File: src/rtl/multi_array_pkg.sv
// multi_array_pkg
// Shared definitions for the stream-to-array loader:
//   IDX_W(n)        index width needed to address n entries (at least 1 bit)
//   loader_state_t  LOAD while words are being accepted, FULL once the array is complete
//   OW_DEFAULT      default stored word / running sum width
package multi_array_pkg;

  localparam int OW_DEFAULT = 32;

  typedef enum logic {
    LOAD = 1'b0,
    FULL = 1'b1
  } loader_state_t;

  function automatic int IDX_W(input int n);
    return (n <= 1) ? 1 : $clog2(n);
  endfunction

endpackage

File: src/rtl/array_index_walker.sv
// array_index_walker
// Nested three-level wrap counter producing the row-major (i, j, k) write
// position, k innermost.
// Ports:
//   clk   clock, all state on the rising edge
//   rst   synchronous active-high reset, indices -> (0,0,0)
//   clr   synchronous restart, same effect as rst
//   step  advance to the next position
//   i/j/k current position
//   last  combinational, high while the position is (D0-1, D1-1, D2-1)
module array_index_walker
  import multi_array_pkg::*;
#(
  parameter int D0 = 2,
  parameter int D1 = 3,
  parameter int D2 = 4
) (
  input  logic                  clk,
  input  logic                  rst,
  input  logic                  clr,
  input  logic                  step,
  output logic [IDX_W(D0)-1:0]  i,
  output logic [IDX_W(D1)-1:0]  j,
  output logic [IDX_W(D2)-1:0]  k,
  output logic                  last
);

  localparam int W0 = IDX_W(D0);
  localparam int W1 = IDX_W(D1);
  localparam int W2 = IDX_W(D2);
  localparam logic [W0-1:0] I_MAX = W0'(D0 - 1);
  localparam logic [W1-1:0] J_MAX = W1'(D1 - 1);
  localparam logic [W2-1:0] K_MAX = W2'(D2 - 1);

  logic [W0-1:0] i_q, i_d;
  logic [W1-1:0] j_q, j_d;
  logic [W2-1:0] k_q, k_d;
  logic          k_wrap, j_wrap, i_wrap;

  assign k_wrap = (k_q == K_MAX);
  assign j_wrap = (j_q == J_MAX);
  assign i_wrap = (i_q == I_MAX);
  assign last   = i_wrap && j_wrap && k_wrap;

  // Carry ripples outward: k wraps first, then j, then i.
  always_comb begin
    i_d = i_q;
    j_d = j_q;
    k_d = k_q;
    if (step) begin
      if (k_wrap) begin
        k_d = '0;
        if (j_wrap) begin
          j_d = '0;
          i_d = i_wrap ? '0 : i_q + W0'(1);
        end else begin
          j_d = j_q + W1'(1);
        end
      end else begin
        k_d = k_q + W2'(1);
      end
    end
  end

  always_ff @(posedge clk) begin
    if (rst || clr) begin
      i_q <= '0;
      j_q <= '0;
      k_q <= '0;
    end else begin
      i_q <= i_d;
      j_q <= j_d;
      k_q <= k_d;
    end
  end

  assign i = i_q;
  assign j = j_q;
  assign k = k_q;

endmodule

File: src/rtl/multi_array_loader.sv
// multi_array_loader
// Accepts a valid/ready stream of IW-bit elements and writes them, extended
// to OW bits, into a D0 x D1 x D2 register array in row-major order (k
// innermost), keeping a running OW-bit sum of the stored words.
// Optional feature macro: MULTI_ARRAY_LOADER_SEXT_EN
//   defined   -> elements are sign-extended to OW bits
//   undefined -> elements are zero-extended
// Ports:
//   clk, rst            clock and synchronous active-high reset
//   in_valid/in_ready   stream handshake, in_data is the element
//   clear               restart pulse: empties the array and the sum
//   done                array completely loaded
//   sum                 running sum of stored words (wraps modulo 2^OW)
//   cur_i/cur_j/cur_k   position of the next write
//   rd_i/rd_j/rd_k      readback address, rd_data is the word there
//                       (0 when any index is out of range or during reset)
module multi_array_loader
  import multi_array_pkg::*;
#(
  parameter int D0 = 2,
  parameter int D1 = 3,
  parameter int D2 = 4,
  parameter int IW = 16,
  parameter int OW = OW_DEFAULT
) (
  input  logic                  clk,
  input  logic                  rst,
  input  logic                  in_valid,
  output logic                  in_ready,
  input  logic [IW-1:0]         in_data,
  input  logic                  clear,
  output logic                  done,
  output logic [OW-1:0]         sum,
  output logic [IDX_W(D0)-1:0]  cur_i,
  output logic [IDX_W(D1)-1:0]  cur_j,
  output logic [IDX_W(D2)-1:0]  cur_k,
  input  logic [IDX_W(D0)-1:0]  rd_i,
  input  logic [IDX_W(D1)-1:0]  rd_j,
  input  logic [IDX_W(D2)-1:0]  rd_k,
  output logic [OW-1:0]         rd_data
);

  localparam int W0    = IDX_W(D0);
  localparam int W1    = IDX_W(D1);
  localparam int W2    = IDX_W(D2);
  localparam int DEPTH = D0 * D1 * D2;
  localparam int AW    = IDX_W(DEPTH);

  loader_state_t  state_q;
  logic [OW-1:0]  sum_q;
  logic [OW-1:0]  mem_q [DEPTH];

  logic [W0-1:0]  wi;
  logic [W1-1:0]  wj;
  logic [W2-1:0]  wk;
  logic           w_last;
  logic           accept;
  logic [OW-1:0]  ext_data;
  logic [AW-1:0]  wr_addr;
  logic [AW-1:0]  rd_addr;
  logic           rd_in_range;

`ifdef MULTI_ARRAY_LOADER_SEXT_EN
  assign ext_data = OW'($signed(in_data));
`else
  assign ext_data = OW'(in_data);
`endif

  // clear takes priority over a simultaneous beat by dropping ready.
  assign in_ready = (state_q == LOAD) && !rst && !clear;
  assign accept   = in_valid && in_ready;

  array_index_walker #(
    .D0(D0),
    .D1(D1),
    .D2(D2)
  ) u_walker (
    .clk  (clk),
    .rst  (rst),
    .clr  (clear),
    .step (accept),
    .i    (wi),
    .j    (wj),
    .k    (wk),
    .last (w_last)
  );

  always_comb begin
    int a;
    a       = (int'(wi) * D1 + int'(wj)) * D2 + int'(wk);
    wr_addr = AW'(a);
  end

  always_comb begin
    int a;
    a           = (int'(rd_i) * D1 + int'(rd_j)) * D2 + int'(rd_k);
    rd_addr     = AW'(a);
    rd_in_range = (int'(rd_i) < D0) && (int'(rd_j) < D1) && (int'(rd_k) < D2);
  end

  // Control FSM: the last accepted beat moves LOAD -> FULL; only
  // clear or reset brings it back.
  always_ff @(posedge clk) begin
    if (rst || clear) begin
      state_q <= LOAD;
      sum_q   <= '0;
    end else if (accept) begin
      sum_q <= sum_q + ext_data;
      if (w_last) begin
        state_q <= FULL;
      end
    end
  end

  // Storage is a plain register array: restart must zero every word in
  // one cycle and readback is combinational.
  always_ff @(posedge clk) begin
    if (rst || clear) begin
      for (int n = 0; n < DEPTH; n++) begin
        mem_q[n] <= '0;
      end
    end else if (accept) begin
      mem_q[wr_addr] <= ext_data;
    end
  end

  // Outputs are forced to their restart values while reset is held, so
  // they read clean even before the first reset edge.
  assign done    = (state_q == FULL) && !rst;
  assign sum     = rst ? '0 : sum_q;
  assign cur_i   = rst ? '0 : wi;
  assign cur_j   = rst ? '0 : wj;
  assign cur_k   = rst ? '0 : wk;
  assign rd_data = (rst || !rd_in_range) ? '0 : mem_q[rd_addr];

endmodule

File: config.mk
export PLATFORM = sky130hd
export DESIGN_NAME = multi_array_loader
export DESIGN_NICKNAME = d
export VERILOG_FILES = /design/src/rtl/multi_array_pkg.sv /design/src/rtl/array_index_walker.sv /design/src/rtl/multi_array_loader.sv
export SDC_FILE = /design/constraint.sdc
export NUM_CORES = 1
export LEC_CHECK = 0
export BUFFER_PORTS_ARGS = -buffer_cell sky130_fd_sc_hd__buf_2
export CAP_MARGIN = 0
export CORE_ASPECT_RATIO = 1.1
export CORE_MARGIN = 2
export CORE_UTILIZATION = 50
export CTS_CLUSTER_DIAMETER = 50
export CTS_CLUSTER_SIZE = 16
export DETAILED_ROUTE_END_ITERATION = 16
export PLACE_DENSITY = 0.79
export SLEW_MARGIN = 20
export SYNTH_ARGS = -nofsm -noshare
export SYNTH_HDL_FRONTEND = slang
export SYNTH_SLANG_ARGS = --single-unit
File: constraint.sdc
create_clock -name clk -period 3.34 [get_ports clk]
set_clock_uncertainty 0.15 [all_clocks]
set_input_delay 0 -clock clk [delete_from_list [all_inputs] [get_ports clk]]
set_output_delay 0 -clock clk [all_outputs]
set_load 0.02 [all_outputs]
Word level (Yosys, flattened, before mapping)
Memories as Yosys holds them, arrays and structs flattened. Cells that the tools add are included.

Register bits after elaboration: 38. Bits in latches: 0. RAM bits: 384. ROM bits: 0. Input port bits: 25. Output and inout port bits: 71. Word-level logic and storage cells: 51. Memories kept: 1.

Memory list: mem_q (words 24, width 16, read ports 1, clocked after memory_dff 0, wr ports 24, line multi_array_loader.sv:51) `logic [OW-1:0] mem_q [DEPTH];`.

$add $sub $neg: 8. Multipliers: 2. Divide/modulo/power cells: 0. Magnitude comparators: 1. Equality and inequality tests: 2. Shift operators: 0. Multiplexer cells: 16. Bitwise gates (word level): 1. Reduce and logical (&&, ||, !) cells: 15.

Operators with widths (number): $mux W32 (2); $add A32 B16 Y32 (1); $mux W16 (1); $reduce_or A16 Y1 (1); $add A5 B2 Y5 (2); $mux W1 (8); $mux W2 (4); $add A3 B2 Y3 (2); $logic_and A1 B1 Y1 (6); $mul A1 B2 Y3 const B (2); $mux W5 (1); $add A2 B1 Y2 const B (2); $eq A2 B2 Y1 const B (2); $reduce_and A2 Y1 (2); $logic_not A1 Y1 (3); $reduce_and A3 Y1 (1); $logic_or A1 B1 Y1 (2); $lt A2 B2 Y1 const B (1); $add A1 B1 Y1 const B (1); $not A1 Y1 (1).

Longest topological paths before layout
Gate-level depths: netlist (run 1).

Word-level depth: 9. Depth in mapped cells: 10.

Modules after synthesis
From an unflattened synthesis (run 1), not the netlist that was laid out.

Cells, all modules: 1605. Area total of the unflattened synthesis: 25166.6 um^2.

Modules (own cells, without submodules): multi_array_loader (instances 1, cells an instance 1581, area each 24910.1 um^2); array_index_walker (instances 1, cells an instance 24, area each 256.5 um^2).

Worst setup path after synthesis (run 1)
OpenSTA, ideal clock, no wires.

Kind: reg-to-reg. From: reg u_walker.j_q[0] (netlist: u_walker.j[0]). To: mem mem_q[10][0] (netlist bit) (enable). Setup time: 0.411 ns. Arrival: 2.998 ns. Slack: -0.219 ns. Cell stages (with the launch flop): 6. Path buffers: 1. Path through: dfxtp_1 > ha_1 > fa_1 > or3b_2 > clkbuf_1 > o21ai_0.

RTL lines: start, declared (line array_index_walker.sv:36) `logic [W1-1:0] j_q, j_d;`; start signal, assigned (line array_index_walker.sv:72) `j_q <= j_d;`; end, declared (line multi_array_loader.sv:51).

Worst setup path after layout (run 1)
From: reg sum_q[0]. To: reg sum_q[20].

Word-level cells in the longest chain between the ends: 1.

Ends and longest elaborated chain: start, declared (line multi_array_loader.sv:50) `logic [OW-1:0] sum_q;`; start signal, assigned (line multi_array_loader.sv:108) `sum_q <= sum_q + ext_data;`; $add A32 B16 Y32 (line multi_array_loader.sv:108).

Every way passes these cells. A chain may end at the register's enable or synchronous reset.

==> results.md, run 1 <==
- Synthesized area: 25,400 um^2
- Leakage: 0.0103 uW
- Maxcap violations: 0
- Placed wire-length estimate: 39,900 um
- Final #Nets: 1,810
- Total power: 14,200 uW
- Initial antenna violation count: 1
- Relative slew slack: 33.2%
- Cells after synthesis: 1,671
- Status: finished, final reports clean
- Sequential cell area: 16,100 um^2
- Crit path max-delay family: compound AO/OA/AOI/OAI gates
- Worst-path clk slew: 60 ps
- Area Overhead vs Synth: 11.2%
- Slowest cell on the critical path: dlygate4sd3_1
- Unrepaired setup endpoints after global routing: no
- Tmin final: 3210 ps
- Final setup fails: 0
- Switching part of the total: 23.5%
- Util after Layout: 56.4%
- Internal: 10,800 uW
- Yosys warns: 0
- Area occupied by multi-input gates: 8500 um^2
- EDFF count, synth: 512
- Cell chain of the critical path: ha_1, inv_1, fa_1, nor2b_2, o31a_1, o22a_2, buf_4, o2111ai_2, a21oi_2, mux2i_1, dlygate4sd3_1
- Clock Tree Root: clkbuf_16
- Non-filler cells, final: 2,446
- Sequential fraction of the synthesis area: 63.5%
- Hold Crit Class: primary input to flip-flop
- Die W: 219 um
- Slowest stage delay, CP: 580 ps
- Via density: 5.96
- Asr flop ratio synth: 0%
- Yosys reg bits: 550
- First-pass GRT wire length: 91,200 um
- Die Footprint: 52,700 um^2
- Worst VDD drop: 0.394 mV
- Startpoint Class: flip-flop
- Slew Limit Fails: 0
- 1st-pass router iterations: 5
- TritonCTS clock tree: built
- Worst Tran Pin Value: 999 ps
- Crit Path Class: flip-flop to flip-flop
- CP endpoint kind: flip-flop
- Sw Pwr: 3330 uW
- Total track usage: 23.7%
- PD cells: 502 nW/um^2
- Logic pwr share: 8.9%
- Initial DRC count: 1,446
- Buffers & Inverters on Critical Path: 3
- Filler cells: 3,819
- Placed insts: 2,353
- Grt total ovfl: 0
- Routed WL per cell: 24.9 um
- Via count: 14,600
- Clock buffer depth: 3
- CP required: 3720 ps
- Commonest non-fill, non-tap cell in the layout: edfxtp_1
- Placer congestion estimate: 0.871
- Clk_lat worst skew: 590 ps
- F_max: 0.311 GHz
- Number of global-route vias before repair: 14,600
- Share of cells above drive strength 1: 23.1%
- Clock Power Share: 36.1%
- DRT antenna net count: 0
- Arr. time, crit path: 3590 ps
- Final WL: 61,000 um
- Final period utilization: 96.3%
- H-tree levels: 2
- # DRC: 0
- Post-synth cell types: 63
- Sequential Power Share: 55.0%
- I/O pins: 96
- Cts bufs inserted: 46
- CP max FO: 6
- Die Span Y: 240 um
- Synth Flop Type: edfxtp_1
- # rows: 86
- Pin count of the biggest net entering global routing: 44
- Starting density of the core: 50.7%
- Syn_area_per_cell: 15.2 um^2
- Clk sink count: 550
- Commonest cells after routing, fill and taps aside: 512 x edfxtp_1, 363 x and2_1, 160 x mux4_2, 77 x buf_2, 73 x buf_4
- Core Region: 50,100 um^2
- Final hold violations: 0
- IO buf count: 79
metrics by stage:
step           instance area (um^2)  worst slack [ps]  TNS [ps]  hold slack [ps]
2_1_floorplan                 25500              -219    -14040            -59.9
3_3_place_gp                  26700               465         0              203
3_5_place_dp                  26700               334         0              216
4_1_cts                       28200              67.6         0             80.6
5_1_grt                       28300              33.1         0              105
6_report                      28300               125         0             90.2
layout make-up:
cell class,instances,area share [%]
multi-input combinational,944,30.1
sequential,550,57.1
clock inverter,23,0.708
tap,660,2.92
clock buffer,50,4.13
inverter,41,0.545
antenna,1,0.00886
timing repair buffer,177,4.49
sequential cells by signal (all words and copies together), names as in the netlist:
signal	cells
u_walker.k	2
mem_q	512
u_walker.j	2
sum_q	32
state_q	1
u_walker.i	1
power groups by stage:
| stage | Sequential [uW] | Clock, uW | Combinational, uW |
|---|---|---|---|
| 3_5_place_dp | 7940 | 0 | 1240 |
| 6_report | 7790 | 5110 | 1270 |
| 3_3_place_gp | 7920 | 0 | 1210 |
| 2_1_floorplan | 7920 | 0 | 809 |
| 5_1_grt | 7810 | 5400 | 1330 |
| 4_1_cts | 7800 | 5150 | 1260 |
cell families after synthesis:
| logic type | after synthesis | share of synthesized area (%) |
|---|---|---|
| compound gates | 125 | 3.18 |
| xor+xnor | 15 | 0.517 |
| fa+ha+maj | 25 | 1.32 |
| buf+inv | 192 | 3.37 |
| flops | 550 | 63.5 |
| mux | 164 | 14.3 |
| other cells | 1 | 0.0148 |
| simple gates | 599 | 13.8 |
routing by layer:
| layer | global-route usage [%] | share of wire (%) |
|---|---|---|
| met1 | 30.7 | 38 |
| met2 | 40.4 | 51 |
| met3 | 3.76 | 7.4 |
| met4 | 9.19 | 3.9 |
| met5 | 0 | 0.021 |
path summary, 6_finish.rpt:
| path | cells past startpoint | slack, ps | startpoint | end |
|---|---|---|---|---|
| hold reg to reg | 2 | 330 | sum_q[0] | sum_q[0] |
| setup reg to reg | 11 | 130 | sum_q[0] | sum_q[20] |
| setup / recovery | 11 | 130 | sum_q[0] | sum_q[20] |
| hold / removal | 6 | 90 | in_valid | sum_q[0] |
cell usage after synthesis (9+ instances only):
master	number	area share (%)
edfxtp_1	512	60
and2_1	363	8.9
mux4_2	160	14
clkbuf_1	94	1.4
nor2_1	56	0.83
o21ai_0	43	0.85
nand2_1	41	0.61
dfxtp_1	38	3.0
nor2b_1	37	0.91
nor3_1	32	0.63
nand3_1	23	0.45
buf_2	22	0.43
clkinv_1	22	0.32
ha_1	22	1.1
buf_4	20	0.59
inv_1	19	0.28
a21oi_1	18	0.35
o22ai_1	16	0.39
buf_1	9	0.13
nand4_1	9	0.22
xnor2_1	9	0.31
tightest hold or removal path, stage by stage:
cell and delay, ps:
buf_2 90, nor3b_2 160, and2b_1 220, buf_4 200
nand2_1 70, nand2_1 40
what timing repair did:
| action | 4_1_cts | 5_1_grt |
|---|---|---|
| buffers inserted | 0 | 0 |
| hold buffers | 19 | 0 |
| resized for setup | 0 | 3 |
| endpoints found under the hold margin | 364 | 0 |
| endpoints found under the setup margin | 0 | 1 |
(Power assumes the default switching activity.)
==> inputs of run 2 (changes only) <==
CORE_UTILIZATION = 37   (was 50)
PLACE_DENSITY = 0.64   (was 0.79)
SETUP_SLACK_MARGIN = 0.15   (was unset)
SYNTH_HIERARCHICAL = 1   (was unset)
==> results.md, run 2 <==
- Status: finished, final reports clean (unchanged)
- Yosys warns: 6 (was 0)
- Routed WL per cell: 24.2 um (was 24.9 um)
- CP endpoint kind: flip-flop (unchanged)
- Placed wire-length estimate: 41,200 um (was 39,900 um)
- Hold Crit Class: primary input to flip-flop (unchanged)
- Via density: 5.34 (was 5.96)
- First-pass GRT wire length: 95,200 um (was 91,200 um)
- CP required: 3660 ps (was 3720 ps)
- F_max: 0.333 GHz (was 0.311 GHz)
- IO buf count: 79 (unchanged)
- Cells after synthesis: 1,605 (was 1,671)
- Final WL: 63,300 um (was 61,000 um)
- Clock buffer depth: 3 (unchanged)
- Die W: 253 um (was 219 um)
- Cts bufs inserted: 48 (was 46)
- Top reg by flops: mem_q (unchanged)
- Share of the synthesized area in the top cell type: 61.1% (was 60.5%)
- Number of global-route vias before repair: 14,400 (was 14,600)
- Total track usage: 18.4% (was 23.7%)
- Slowest stage delay, CP: 640 ps (was 580 ps)
- Unrepaired setup endpoints after global routing: no (unchanged)
- Asr flop ratio synth: 0% (unchanged)
- Synth area leader: edfxtp_1 (unchanged)
- Starting density of the core: 37.3% (was 50.7%)
- Clock Tree Root: clkbuf_16 (unchanged)
- Most common cell in the netlist: edfxtp_1 (unchanged)
- Grt total ovfl: 0 (unchanged)
- Synthesized area: 25,200 um^2 (was 25,400 um^2)
- Die Span Y: 278 um (was 240 um)
- Simple-gate area share of the yosys netlist: 13.5% (was 13.8%)
- Arr. time, crit path: 3330 ps (was 3590 ps)
- Compound-cell area share of the yosys netlist: 3.02% (was 3.18%)
- Initial DRC count: 1,319 (was 1,446)
- Sequential fraction of the synthesis area: 64.1% (was 63.5%)
- Postcts setup bufs: 0 (unchanged)
- Final worst-path setup slack: 333 ps (was 125 ps)
- Area occupied by multi-input gates: 8460 um^2 (was 8500 um^2)
- Commonest cells after routing, fill and taps aside: 512 x edfxtp_1, 386 x and2_1, 160 x mux4_2, 80 x buf_4, 77 x buf_2 (was 512 x edfxtp_1, 363 x and2_1, 160 x mux4_2, 77 x buf_2, 73 x buf_4)
- Crit Path Class: flip-flop to flip-flop (unchanged)
- Slowest cell on the critical path: nor2_2 (was dlygate4sd3_1)
- Filler cells: 5,896 (was 3,819)
- Yosys reg bits: 550 (unchanged)
- Maxcap violations: 0 (unchanged)
- Core Region: 67,400 um^2 (was 50,100 um^2)
- Pin count of the biggest net entering global routing: 50 (was 44)
- Placer congestion estimate: 0.854 (was 0.871)
- XOR/XNOR share of the synthesized area: 0.557% (was 0.517%)
- Via count: 14,000 (was 14,600)
- Cell chain of the critical path: ha_1, fa_1, or3b_2, nor2_2, and2_1 (was ha_1, inv_1, fa_1, nor2b_2, o31a_1, o22a_2, buf_4, o2111ai_2, a21oi_2, mux2i_1, dlygate4sd3_1)
- TritonCTS clock tree: built (unchanged)
- DRT antenna net count: 0 (unchanged)
- H-tree levels: 2 (unchanged)
- Worst Tran Pin Value: 839 ps (was 999 ps)
- Synth Flop Type: edfxtp_1 (unchanged)
- Flop2flop setup slack: 330 ps (was 130 ps)
- Worst VDD drop: 0.420 mV (was 0.394 mV)
- PD cells: 516 nW/um^2 (was 502 nW/um^2)
- Share of cells above drive strength 1: 23.9% (was 23.1%)
- Clk_lat worst skew: 600 ps (was 590 ps)
- Commonest cells in the netlist: 512 x edfxtp_1, 386 x and2_1, 160 x mux4_2 (was 512 x edfxtp_1, 363 x and2_1, 160 x mux4_2)
- Number of flip-flops in the largest register: 512 (unchanged)
- Worst-path clk slew: 70 ps (was 60 ps)
- Startpoint Class: flip-flop (unchanged)
- ANT cells: 0 (was 1)
- # DRC: 0 (unchanged)
- # rows: 100 (was 86)
- Syn_area_per_cell: 15.7 um^2 (was 15.2 um^2)
- Largest family of logic cells by synthesized area: multiplexers (unchanged)
- Post-synth cell types: 62 (was 63)
- Final period utilization: 90.0% (was 96.3%)
- Initial antenna violation count: 1 (unchanged)
- Mux cell area share after synthesis: 15.1% (was 14.3%)
- Final setup fails: 0 (unchanged)
- Die Footprint: 70,100 um^2 (was 52,700 um^2)
- CP max FO: 16 (was 6)
- Relative slew slack: 44.0% (was 33.2%)
- EDFF count, synth: 512 (unchanged)
- Tmin final: 3010 ps (was 3210 ps)
- Util after Layout: 42.5% (was 56.4%)
- Pre-CTS setup slack: 333 ps (was 334 ps)
- I/O pins: 96 (unchanged)
- Sequential cell area: 16,100 um^2 (unchanged)
- Commonest non-fill, non-tap cell in the layout: edfxtp_1 (unchanged)
- 1st-pass router iterations: 7 (was 5)
- Largest registers: mem_q (512), sum_q (32) (unchanged)
- Final #Nets: 1,771 (was 1,810)
- Post-Synth Adder-Cell Area: 1.18% (was 1.32%)
- Leakage: 0.0106 uW (was 0.0103 uW)
- Hold_ws: 196 ps (was 90.2 ps)
- Clk sink count: 550 (unchanged)
- Area Overhead vs Synth: 14.0% (was 11.2%)
- Final hold violations: 0 (unchanged)
- Slew Limit Fails: 0 (unchanged)
- Area contributors post-synth: edfxtp_1 61%, mux4_2 14%, and2_1 9.6%, dfxtp_1 3.0%, clkbuf_1 1.5% (was edfxtp_1 60%, mux4_2 14%, and2_1 8.9%, dfxtp_1 3.0%, clkbuf_1 1.4%)
-- run 2: cell type report --
class,instances,share of cell area (%)
sequential,550,56.2
clock inverter,26,1.22
tap,867,3.78
inverter,8,0.109
multi-input combinational,927,29.5
timing repair buffer,189,4.81
clock buffer,55,4.35
-- run 2: kinds of logic after synthesis --
family / count (synthesis)
adder cells (fa/ha/maj): 22
AND/OR/NAND/NOR: 575
XOR/XNOR: 16
AO/OA/AOI/OAI: 119
flip-flops: 550
buffers and inverters: 143
other: 1
multiplexers: 179
-- run 2: power breakdown --
| group | internal (uW) | total, uW | switching [uW] | leakage, uW |
|---|---|---|---|---|
| combinational | 507 | 1280 | 770 | 0.00414 |
| clock | 3130 | 5750 | 2620 | 0.000776 |
| sequential | 7720 | 7790 | 68.6 | 0.00570 |
| total | 11400 | 14800 | 3460 | 0.0106 |
-- run 2: final timing paths --
| path | start | to | cells past startpoint |
|---|---|---|---|
| worst max register to register | u_walker/i | mem_q[4][14] | 5 |
| worst min register to register | sum_q[27] | sum_q[27] | 2 |
| worst min-delay path | in_data[10] | mem_q[8][10] | 3 |
| worst max-delay path | u_walker/i | mem_q[4][14] | 5 |
-- run 2: per-layer routing --
layer	vias to the layer above	wire length, um	global-route usage [%]	part of all wire [%]
met5	-	0	0	0
met4	0	1750	5.60	2.8
li1	6229	-	-	-
met1	7302	25800	24.0	41
met2	406	32700	32.1	52
met3	76	3030	2.31	4.8
-- run 2: through the flow --
stage          power (uW)  std cells  TNS, ps  area (um^2)
2_1_floorplan        8710       1620   -11770        25200
3_3_place_gp         9190       2517        0        26900
3_5_place_dp         9220       2517        0        26900
4_1_cts             14900       2622        0        28700
5_1_grt             15300       2622        0        28700
6_report            14800       2622        0        28700
-- run 2: worst max-delay path: cells and delay by family (launching register included) --
kind	cells	cell delay, ps
adders and majority gates	2	840
DFF	1	370
and+or+nand+nor	3	1490
-- run 2: timing repair --
| action | 4_1_cts | 5_1_grt |
|---|---|---|
| setup endpoints to repair | 0 | 1 |
| hold endpoints to repair | 420 | 0 |
| gates resized for setup | 0 | 1 |
| hold buffers | 24 | 0 |
==> inputs of run 3 (changes only) <==
BUFFER_PORTS_ARGS = unset   (was -buffer_cell sky130_fd_sc_hd__buf_2)
DONT_BUFFER_PORTS = 1   (was unset)
PLACE_DENSITY = 0.63   (was 0.64)
TNS_END_PERCENT = 100   (was unset)
==> results.md, run 3 (synthesis results as in run 2) <==
- Status: finished, final reports clean (unchanged)
- DRT antenna net count: 0 (unchanged)
- Number of global-route vias before repair: 14,100 (was 14,400)
- Final period utilization: 87.3% (was 90.0%)
- Area Overhead vs Synth: 12.5% (was 14.0%)
- Setup TNS: 0 ps (unchanged)
- WL met3: 3520 um (was 3030 um)
- Die Footprint: 70,100 um^2 (unchanged)
- Relative slew slack: 47.4% (was 44.0%)
- IO buf count: 0 (was 79)
- Crit Path Class: flip-flop to flip-flop (unchanged)
- Initial DRC count: 1,233 (was 1,319)
- Met2 WL: 31,700 um (was 32,700 um)
- Top reg by flops: mem_q (unchanged)
- Final hold violations: 0 (unchanged)
- Die Span Y: 278 um (unchanged)
- Routed WL per cell: 24.6 um (was 24.2 um)
- Die W: 253 um (unchanged)
- CP max FO: 20 (was 16)
- Clk sink count: 550 (unchanged)
- Pre-CTS setup slack: 608 ps (was 333 ps)
- I/O pins: 96 (unchanged)
- Final #Nets: 1,684 (was 1,771)
- Final WL: 62,300 um (was 63,300 um)
- Via count: 13,600 (was 14,000)
- Hold_ws: 188 ps (was 196 ps)
- Worst VDD drop: 0.409 mV (was 0.420 mV)
- Total track usage: 18.0% (was 18.4%)
- TritonCTS clock tree: built (unchanged)
- Filler cells: 5,917 (was 5,896)
- Maxcap violations: 0 (unchanged)
- Slew Limit Fails: 0 (unchanged)
- Cell area after layout: 28,300 um^2 (was 28,700 um^2)
- Number of flip-flops in the largest register: 512 (unchanged)
- Hold Crit Class: primary input to flip-flop (unchanged)
- 1st-pass router iterations: 5 (was 7)
- Unrepaired setup endpoints after global routing: no (unchanged)
- Final setup fails: 0 (unchanged)
- Final worst-path setup slack: 425 ps (was 333 ps)
- # DRC: 0 (unchanged)
- Starting density of the core: 37.3% (unchanged)
- Placer congestion estimate: 0.805 (was 0.854)
- CP endpoint kind: flip-flop (unchanged)
- Cts bufs inserted: 47 (was 48)
- CP required: 3670 ps (was 3660 ps)
- Commonest cells after routing, fill and taps aside: 512 x edfxtp_1, 386 x and2_1, 160 x mux4_2, 62 x nor2_1, 60 x buf_4 (was 512 x edfxtp_1, 386 x and2_1, 160 x mux4_2, 80 x buf_4, 77 x buf_2)
- Clock Tree Root: clkbuf_16 (unchanged)
- Commonest non-fill, non-tap cell in the layout: edfxtp_1 (unchanged)
- Share of cells above drive strength 1: 19.9% (was 23.9%)
- Clock buffer depth: 3 (unchanged)
- Uppermost layer routed: met5 (was met4)
- # rows: 100 (unchanged)
- Largest registers: mem_q (512), sum_q (32) (unchanged)
- H-tree levels: 2 (unchanged)
- Worst Tran Pin Value: 789 ps (was 839 ps)
- Via density: 5.36 (was 5.34)
- Startpoint Class: flip-flop (unchanged)
- F_max: 0.343 GHz (was 0.333 GHz)
- Placed wire-length estimate: 38,400 um (was 41,200 um)
- Worst-path clk slew: 70 ps (about the same)
- Arr. time, crit path: 3250 ps (was 3330 ps)
- PD cells: 514 nW/um^2 (was 516 nW/um^2)
- Core Region: 67,400 um^2 (unchanged)
- Grt total ovfl: 0 (unchanged)
- Leakage: 0.0102 uW (was 0.0106 uW)
- Pin count of the biggest net entering global routing: 129 (was 50)
- First-pass GRT wire length: 92,800 um (was 95,200 um)
- Initial antenna violation count: 7 (was 1)
- Post-Route M1 WL: 25,100 um (was 25,800 um)
- Tmin final: 2910 ps (was 3010 ps)
- Clk_lat worst skew: 590 ps (was 600 ps)
- Placed cell area: 26,200 um^2 (was 26,900 um^2)
-- run 3: cell types whose count changed in the layout (fill, tap and decap cells not counted), sizes merged --
| cell | delta |
|---|---|
| buf | -84 |
| clkinv | -3 |
| diode | +3 |
| clkbuf | -2 |
| clkinvlp | +2 |
| inv | -2 |
| bufinv | -1 |
| dlygate4sd3 | -1 |
-- run 3: final cells by class --
type / instances / area, um^2 / share of cell area [%]
antenna: 3 / 7.51 / 0.0265
clock buffer: 54 / 1240 / 4.40
clock inverter: 22 / 287 / 1.01
inverter: 8 / 30.0 / 0.106
multi-input combinational: 927 / 8460 / 29.9
sequential: 550 / 16100 / 57.0
tap: 867 / 1080 / 3.83
timing repair buffer: 103 / 1070 / 3.76
-- run 3: where the power goes --
group | total, uW | internal [uW] | switching, uW
registers | 7800 | 7720 | 73.0
clock network | 5610 | 3020 | 2590
logic | 1150 | 489 | 657
total | 14600 | 11200 | 3320
-- run 3: timing repair --
action / 4_1_cts / 5_1_grt
hold buffers: 39 / 1
endpoints found under the hold margin: 594 / 32
gates resized for setup: 0 / 0
buffers inserted: 0 / 0
-- run 3: worst paths after layout --
path,from,end,slack (ps),cells past startpoint
setup / recovery,state_q,sum_q[25],430,9
hold / removal,in_data[13],mem_q[27][13],190,2
setup reg to reg,state_q,sum_q[25],430,9
hold reg to reg,sum_q[27],sum_q[27],330,2
-- run 3: per-stage QoR --
| stage | cells | util (%) | total power [uW] |
|---|---|---|---|
| 3_3_place_gp | 2415 | 38.9 | 8900 |
| 6_report | 2534 | 42.0 | 14600 |
| 2_1_floorplan | 1620 | - | 8710 |
| 3_5_place_dp | 2415 | 38.9 | 8920 |
| 4_1_cts | 2530 | 42.0 | 14700 |
| 5_1_grt | 2534 | 42.0 | 15000 |
-- run 3: worst max-delay path, cell delays in order, from the launching register on --
cell and delay (ps):
dfxtp_1 330, nand3b_4 310, inv_2 320, and4_4 310, and3_2 230, o21a_1 140, o21ai_2 130, o211ai_1 220
o31ai_1 100, dlygate4sd3_1 560
-- run 3: metal layers --
metal,vias to the layer above,global-route usage [%]
li1,6052,-
met1,7031,23.2
met2,388,30.7
met3,99,3.36
met4,6,5.49
met5,-,0
